## config.mk

```make
export PLATFORM = sky130hd
export DESIGN_NAME = pipe_datapath_gen
export DESIGN_NICKNAME = d
export VERILOG_FILES = /design/src/rtl/pipe_dp_pkg.sv /design/src/rtl/pipe_alu.sv /design/src/rtl/pipe_datapath_gen.sv
export SDC_FILE = /design/constraint.sdc
export NUM_CORES = 2
export LEC_CHECK = 0
export BUFFER_PORTS_ARGS = -buffer_cell sky130_fd_sc_hd__buf_2
export CORE_MARGIN = 1.5
export CORE_UTILIZATION = 60
export DETAILED_ROUTE_END_ITERATION = 7
export GPL_TIMING_DRIVEN = 1
export PLACE_DENSITY = 0.77
export SETUP_SLACK_MARGIN = 0.3
export SYNTH_ARGS = -nofsm -noshare
export SYNTH_HDL_FRONTEND = slang
export SYNTH_SLANG_ARGS = --single-unit
```

## constraint.sdc

```tcl
create_clock -name clk -period 6.98 [get_ports clk]
set_input_delay 0.349 -clock clk [delete_from_list [all_inputs] [get_ports clk]]
set_output_delay 0.349 -clock clk [all_outputs]
set_load 0.01 [all_outputs]
```

## src/rtl/pipe_dp_pkg.sv

```systemverilog
// pipe_dp_pkg: ALU codes, forward selects and instruction field positions for the datapath
package pipe_dp_pkg;
  typedef enum logic [2:0] {
    ALU_AND = 3'b000,
    ALU_OR  = 3'b001,
    ALU_ADD = 3'b010,
    ALU_SUB = 3'b110,
    ALU_SLT = 3'b111
  } alu_op_e;
  typedef enum logic [1:0] {
    FWD_RF   = 2'b00,
    FWD_RESW = 2'b01,
    FWD_ALUM = 2'b10,
    FWD_ZERO = 2'b11
  } fwd_sel_e;
  localparam int OP_HI = 31, OP_LO = 26;
  localparam int RS_HI = 25, RS_LO = 21;
  localparam int RT_HI = 20, RT_LO = 16;
  localparam int RD_HI = 15, RD_LO = 11;
  localparam int IMM_HI = 15, IMM_LO = 0;
  localparam int FN_HI = 5, FN_LO = 0;
endpackage

```

## src/rtl/pipe_alu.sv

```systemverilog
// pipe_alu: XLEN-wide combinational ALU; unknown op codes yield zero
module pipe_alu
  import pipe_dp_pkg::*;
#(
  parameter int XLEN = 32
) (
  input  logic [2:0]      i_ctl,
  input  logic [XLEN-1:0] i_a,
  input  logic [XLEN-1:0] i_b,
  output logic [XLEN-1:0] o_y
);
  // select the result for the requested operation
  always_comb
    o_y = i_ctl == ALU_ADD ? i_a + i_b :
          i_ctl == ALU_SUB ? i_a - i_b :
          i_ctl == ALU_AND ? i_a & i_b :
          i_ctl == ALU_OR  ? i_a | i_b :
          i_ctl == ALU_SLT ? {{(XLEN-1){1'b0}}, $signed(i_a) < $signed(i_b)} : '0;
endmodule

```

## src/rtl/pipe_datapath_gen.sv

```systemverilog
// pipe_datapath_gen: parametrised 5-stage MIPS-subset datapath; define PIPE_FWD_EN to enable forwarding muxes
module pipe_datapath_gen
  import pipe_dp_pkg::*;
#(
  parameter int              XLEN     = 32,
  parameter logic [XLEN-1:0] RESET_PC = '0
) (
  input  logic            clk,
  input  logic            reset,
  input  logic            pcsrcD,
  input  logic            regdstE,
  input  logic            alusrcE,
  input  logic            memwriteM,
  input  logic            memreadM,
  input  logic            memtoregW,
  input  logic            regwriteW,
  input  logic [2:0]      alucontrolE,
  input  logic            stallF,
  input  logic            stallD,
  input  logic            flushE,
  input  logic            forwardAD,
  input  logic            forwardBD,
  input  logic [1:0]      forwardAE,
  input  logic [1:0]      forwardBE,
  output logic [XLEN-1:0] imem_addr,
  input  logic [31:0]     imem_rdata,
  output logic [XLEN-1:0] dmem_addr,
  output logic [XLEN-1:0] dmem_wdata,
  output logic            dmem_we,
  output logic            dmem_re,
  input  logic [XLEN-1:0] dmem_rdata,
  input  logic            dmem_ready,
  output logic            memstall,
  output logic            equalD,
  output logic [5:0]      op,
  output logic [5:0]      funct,
  output logic [4:0]      rsD,
  output logic [4:0]      rtD,
  output logic [4:0]      rsE,
  output logic [4:0]      rtE,
  output logic [4:0]      writeregE,
  output logic [4:0]      writeregM,
  output logic [4:0]      writeregW,
  output logic            validW
);
  typedef struct packed {logic [31:0] instr; logic [XLEN-1:0] pcplus1; logic valid;} fd_t;
  typedef struct packed {logic [XLEN-1:0] rd1, rd2, signimm; logic [4:0] rs, rt, rd; logic valid;} de_t;
  typedef struct packed {logic [XLEN-1:0] aluout, writedata; logic [4:0] writereg; logic valid;} em_t;
  typedef struct packed {logic [XLEN-1:0] readdata, aluout; logic [4:0] writereg; logic valid;} mw_t;
  logic [XLEN-1:0] r_pc;
  fd_t r_fd;
  de_t r_de;
  em_t r_em;
  mw_t r_mw;
  logic [XLEN-1:0] r_rf [32];
  logic [XLEN-1:0] w_pcplus1F, w_pcnext, w_signimmD, w_pcbranchD, w_rd1, w_rd2;
  logic [XLEN-1:0] w_srcAD, w_srcBD, w_srcAE, w_writedataE, w_srcBE, w_aluoutE, w_resultW;
  logic w_we;
  assign w_pcplus1F  = r_pc + XLEN'(1);
  assign w_signimmD  = {{(XLEN-16){r_fd.instr[IMM_HI]}}, r_fd.instr[IMM_HI:IMM_LO]};
  assign w_pcbranchD = r_fd.pcplus1 + w_signimmD;
  assign w_pcnext    = pcsrcD ? w_pcbranchD : w_pcplus1F;
  assign op          = r_fd.instr[OP_HI:OP_LO];
  assign funct       = r_fd.instr[FN_HI:FN_LO];
  assign rsD         = r_fd.instr[RS_HI:RS_LO];
  assign rtD         = r_fd.instr[RT_HI:RT_LO];
  assign w_resultW   = memtoregW ? r_mw.readdata : r_mw.aluout;
  assign w_we        = regwriteW & r_mw.valid;
  assign w_rd1 = rsD == '0 ? '0 : (w_we && writeregW == rsD) ? w_resultW : r_rf[rsD];
  assign w_rd2 = rtD == '0 ? '0 : (w_we && writeregW == rtD) ? w_resultW : r_rf[rtD];
`ifdef PIPE_FWD_EN
  assign w_srcAD = forwardAD ? r_em.aluout : w_rd1;
  assign w_srcBD = forwardBD ? r_em.aluout : w_rd2;
  assign w_srcAE = forwardAE == FWD_RESW ? w_resultW :
                   forwardAE == FWD_ALUM ? r_em.aluout :
                   forwardAE == FWD_ZERO ? '0 : r_de.rd1;
  assign w_writedataE = forwardBE == FWD_RESW ? w_resultW :
                        forwardBE == FWD_ALUM ? r_em.aluout :
                        forwardBE == FWD_ZERO ? '0 : r_de.rd2;
`else
  logic w_unused_fwd;
  assign w_unused_fwd = ^{forwardAD, forwardBD, forwardAE, forwardBE};
  assign w_srcAD      = w_rd1;
  assign w_srcBD      = w_rd2;
  assign w_srcAE      = r_de.rd1;
  assign w_writedataE = r_de.rd2;
`endif
  assign equalD    = w_srcAD == w_srcBD;
  assign rsE       = r_de.rs;
  assign rtE       = r_de.rt;
  assign writeregE = regdstE ? r_de.rd : r_de.rt;
  assign w_srcBE   = alusrcE ? r_de.signimm : w_writedataE;
  pipe_alu #(.XLEN(XLEN)) u_alu (.i_ctl(alucontrolE), .i_a(w_srcAE), .i_b(w_srcBE), .o_y(w_aluoutE));
  assign dmem_addr  = r_em.aluout;
  assign dmem_wdata = r_em.writedata;
  assign dmem_we    = memwriteM & r_em.valid;
  assign dmem_re    = memreadM & r_em.valid;
  assign memstall   = r_em.valid & (memwriteM | memreadM) & ~dmem_ready;
  assign writeregM  = r_em.writereg;
  assign writeregW  = r_mw.writereg;
  assign validW     = r_mw.valid;
  assign imem_addr  = r_pc;
  // PC advances unless the hazard unit or a pending memory access holds fetch
  always_ff @(posedge clk or negedge reset)
    if (!reset) r_pc <= RESET_PC;
    else if (!(stallF || memstall)) r_pc <= w_pcnext;
  // F/D: hold on stall, squash the wrong-path fetch on a taken branch
  always_ff @(posedge clk or negedge reset)
    if (!reset) r_fd <= '0;
    else if (!memstall && !stallD) r_fd <= pcsrcD ? '0 : {imem_rdata, w_pcplus1F, 1'b1};
  // D/E: hold on memory stall, insert a bubble on flush
  always_ff @(posedge clk or negedge reset)
    if (!reset) r_de <= '0;
    else if (!memstall)
      r_de <= flushE ? '0 : {w_rd1, w_rd2, w_signimmD, rsD, rtD, r_fd.instr[RD_HI:RD_LO], r_fd.valid};
  // E/M: frozen while the memory access is outstanding
  always_ff @(posedge clk or negedge reset)
    if (!reset) r_em <= '0;
    else if (!memstall) r_em <= {w_aluoutE, w_writedataE, writeregE, r_de.valid};
  // M/W: a stalled access sends a bubble to writeback
  always_ff @(posedge clk or negedge reset)
    if (!reset) r_mw <= '0;
    else r_mw <= memstall ? '0 : {dmem_rdata, r_em.aluout, r_em.writereg, r_em.valid};
  // register file write; r0 stays zero
  always_ff @(posedge clk or negedge reset)
    if (!reset) for (int i = 0; i < 32; i++) r_rf[i] <= '0;
    else if (w_we && writeregW != '0) r_rf[writeregW] <= w_resultW;
endmodule
```

==> impl_results.md <==
* Outcome: finished with violations
* Failing checks: design-rule violations, max-capacitance violations, max-slew violations
* Grt ovf at 0
* Number of filler instances in the final layout at 8926
* Post-placement worst setup slack at 1530 ps
* Via count of the routed design at 61247
* Highest fanout seen on the critical path at 31
* Yosys cell types at 93
* Gp weighted congestion at 0.994
* Setup TNS at 0 ps
* Mapped Avg Cell Area at 10.3 sq um
* Type of the most critical hold path: input pin to register
* Asr flop ratio synth at 100%
* Routed WL per cell at 29.1 um
* Antenna diode count at 0
* Category of the worst setup path capture point: primary output
* Maximum count of clock buffers along a single path at 3
* Share of the synthesized area in the top cell type at 45.9%
* Sum of net half-perimeters after detailed placement at 157000 um
* Cell taking the most area after synthesis: sky130_fd_sc_hd__dfrtp_1
* Kind of start point of the critical path: register
* Final worst clock skew at 39.2 ps
* TritonCTS clock tree: done
* Antenna viol nets, final at 0
* Num ports at 234
* Pin count of the biggest net entering global routing at 196
* Endpoints failing hold at 0
* Setup violators final at 0
* Maximum Capacitance Violations at 1
* Fin nets at 7254
* Cts bufs inserted at 144
* Synth Flop Type: sky130_fd_sc_hd__dfrtp_1
* Final Max Slew Viols at 3
* Tightest slew margin relative to the limit at -4.74%
* Clock-pin slew on the worst setup and hold paths at 60 ps
* Synthesized Nets at 7389
* Part of the cycle the worst path needs at 96.0%
* Setup repair after global routing missed its margin: false
* Number of storage elements in the synthesis netlist at 1352
* Worst slew pin tran at 1570 ps
* Number of standard cells after synthesis at 7172
* Post-synth top cells: sky130_fd_sc_hd__dfrtp_1 (1352), sky130_fd_sc_hd__nor2_1 (845), sky130_fd_sc_hd__a21oi_1 (836), sky130_fd_sc_hd__nand2_1 (754), sky130_fd_sc_hd__o21ai_0 (515)
* Number of antenna violations at the first check in global routing at 10
* Seq/Total Area, Yosys at 45.9%
* Number of flops mapped to enable cells by yosys at 0
* Static leakage at 35.7 nW
* Vias in the first global route at 60052
* Mean number of vias per cell at 6.98
* Layout-stage area growth over the synthesis result at 9.44%
* Die height at 353 um
* CTS Root Buffer Type: sky130_fd_sc_hd__clkbuf_16
* Worst Path Class, Setup: register to primary output
* Post-layout min period at 6700 ps
* Number of input and output port buffers inserted at 227
* Critical path arrival at 6350 ps
* Power density over cell area at 284 nW/um^2
* First-pass GRT wire length at 381000 um
* Clock network latency to the later pin of the worst-skew pair at 820 ps
* CTS sink count at 1352
* Total of warnings raised by yosys at 0
* Number of DRC markers in iteration 0 at 9208
* Worst vdd ir at 233 uV
* Beginning of the critical path: rtD[0]
* Resized cells post-CTS at 0
* Setup ws final at 280 ps
* Launch point of the worst hold path: regdstE
* Clock H-tree levels at 4
* Overall die width at 353 um
* Max frequency at 149 MHz
* Overall die area at 125000 sq um
* Share of cells above drive strength 1 at 16.7%
* Most common cell in the netlist: sky130_fd_sc_hd__dfrtp_1
* Sum of routed wire length over all layers at 256000 um
* Residual DRC at 14
* Netlist area before placement at 73700 sq um
* Core box area at 122000 sq um
* Top cells by area in the synthesized netlist: sky130_fd_sc_hd__dfrtp_1 (46%), sky130_fd_sc_hd__mux4_2 (12%), sky130_fd_sc_hd__a21oi_1 (5.7%), sky130_fd_sc_hd__nor2_1 (4.3%), sky130_fd_sc_hd__nand2_1 (3.8%)
* GRT Resource Usage Total at 40.9%
* Effective utilization at floorplan at 60.5%
* Cell row count at 128
* TritonRoute pass-1 iters at 8
* Reg-to-reg critical path startpoint: w_writedataE[3]
* Critical path required time at 6630 ps
-- where the power goes --
group	internal, W	switching [W]	leakage [nW]
clock	0.00464	0.00328	2.39
combinational	0.00211	0.00352	14.8
sequential	0.00854	0.000801	18.5
-- worst paths after layout --
check / end / slack (ps) / cells after the start
worst min register to register: r_rf[1012] / 400 / 0
worst min-delay path: writeregM[3] / 60 / 3
max in group asynchronous: r_rf[581] / 4930 / 4
worst max register to register: dmem_addr[23] / 2500 / 12
worst max-delay path: equalD / 280 / 11
min in group asynchronous: r_rf[758] / 170 / 2
-- area by class of cell --
type                            instances  area, sq um  area share [%]
Inverter                              111          419           0.520
Clock buffer                          213         4350            5.40
Tap cell                             1625         2030            2.52
Clock inverter                         41          475           0.590
Timing Repair Buffer                  476         3440            4.26
Sequential cell                      1352        33900            42.0
Multi-Input combinational cell       4952        36100            44.7
-- cell families (layout without fill, tap and decap cells) --
group | count (synthesis) | in the layout | share of synthesized area (%)
compound gates | 1987 | 1987 | 15.7
xor+xnor | 145 | 145 | 1.74
fa+ha+maj | 131 | 131 | 2.25
buf+inv | 868 | 841 | 5.83
flops | 1352 | 1352 | 45.9
mux | 674 | 674 | 16.8
simple gates | 2015 | 2015 | 11.7
-- per-stage QoR --
step                std cells  total power [W]  utilization (%)  hold slack (ps)  cell area [sq um]
finish                   8770           0.0229             66.2             57.8              80600
global route             8770           0.0236             66.2             57.6              80600
CTS                      8770           0.0226             66.2             26.0              80600
detailed placement       8451           0.0148             61.7              384              75200
global placement         8451           0.0147             61.7              376              75200
floorplan                7172           0.0129                -             53.4              73700
-- state kept, by name, summed over array words and instances (netlist names), 5 cells and up --
signal        count
dmem_wdata       32
r_de             17
w_writedataE     32
r_fd             43
w_srcAE          32
dmem_addr        32
op                6
r_mw             64
r_rf           1024
writeregM         5
imem_addr        32
rtE               5
rsD               5
rtD               5
rsE               5
writeregW         5
funct             6
-- layer usage --
| layer | track usage (%) | share of wire [%] | vias to the layer above |
|---|---|---|---|
| li1 | - | - | 25393 |
| met4 | 27.8 | 8.2 | 18 |
| met2 | 59.2 | 43 | 4558 |
| met3 | 15.7 | 14 | 1252 |
| met5 | 0 | 0.061 | - |
| met1 | 51.2 | 35 | 30026 |
-- placed cells by master, fill, tap and decap left out, types with 30 or more instances in the layout --
cell	instances
sky130_fd_sc_hd__nor3_1	54
sky130_fd_sc_hd__a22oi_1	127
sky130_fd_sc_hd__clkbuf_16	151
sky130_fd_sc_hd__xnor2_1	87
sky130_fd_sc_hd__o22ai_1	117
sky130_fd_sc_hd__clkbuf_8	34
sky130_fd_sc_hd__a22o_1	50
sky130_fd_sc_hd__mux4_1	30
sky130_fd_sc_hd__mux4_2	408
sky130_fd_sc_hd__a211oi_1	84
sky130_fd_sc_hd__inv_1	108
sky130_fd_sc_hd__xor2_1	56
sky130_fd_sc_hd__a21oi_1	836
sky130_fd_sc_hd__nand2_1	746
sky130_fd_sc_hd__mux2_2	33
sky130_fd_sc_hd__o31ai_1	37
sky130_fd_sc_hd__dfrtp_1	1343
sky130_fd_sc_hd__buf_4	165
sky130_fd_sc_hd__buf_2	225
sky130_fd_sc_hd__nand2b_1	37
sky130_fd_sc_hd__nor2_1	825
sky130_fd_sc_hd__dlygate4sd3_1	65
sky130_fd_sc_hd__o21ai_0	515
sky130_fd_sc_hd__and2_1	82
sky130_fd_sc_hd__ha_1	128
sky130_fd_sc_hd__mux2i_1	169
sky130_fd_sc_hd__nand3_1	61
sky130_fd_sc_hd__nor2b_1	32
-- repair_timing --
item                                   in CTS  in global routing
endpoints found under the hold margin     197                  0
buffers inserted                            0                  0
hold buffers                               65                  0
-- worst max-delay path, stage by stage (launching register included) --
cell and delay (ps):
sky130_fd_sc_hd__dfrtp_4 1010, sky130_fd_sc_hd__xnor2_2 200, sky130_fd_sc_hd__nand3_2 160, sky130_fd_sc_hd__o31ai_4 990, sky130_fd_sc_hd__buf_4 350, sky130_fd_sc_hd__o22ai_1 250
sky130_fd_sc_hd__a211oi_1 1020, sky130_fd_sc_hd__xnor2_1 180, sky130_fd_sc_hd__nor4_1 300, sky130_fd_sc_hd__nand4_1 180, sky130_fd_sc_hd__nor4b_2 620, sky130_fd_sc_hd__buf_2 250
Power figures use the tool's default switching activity.
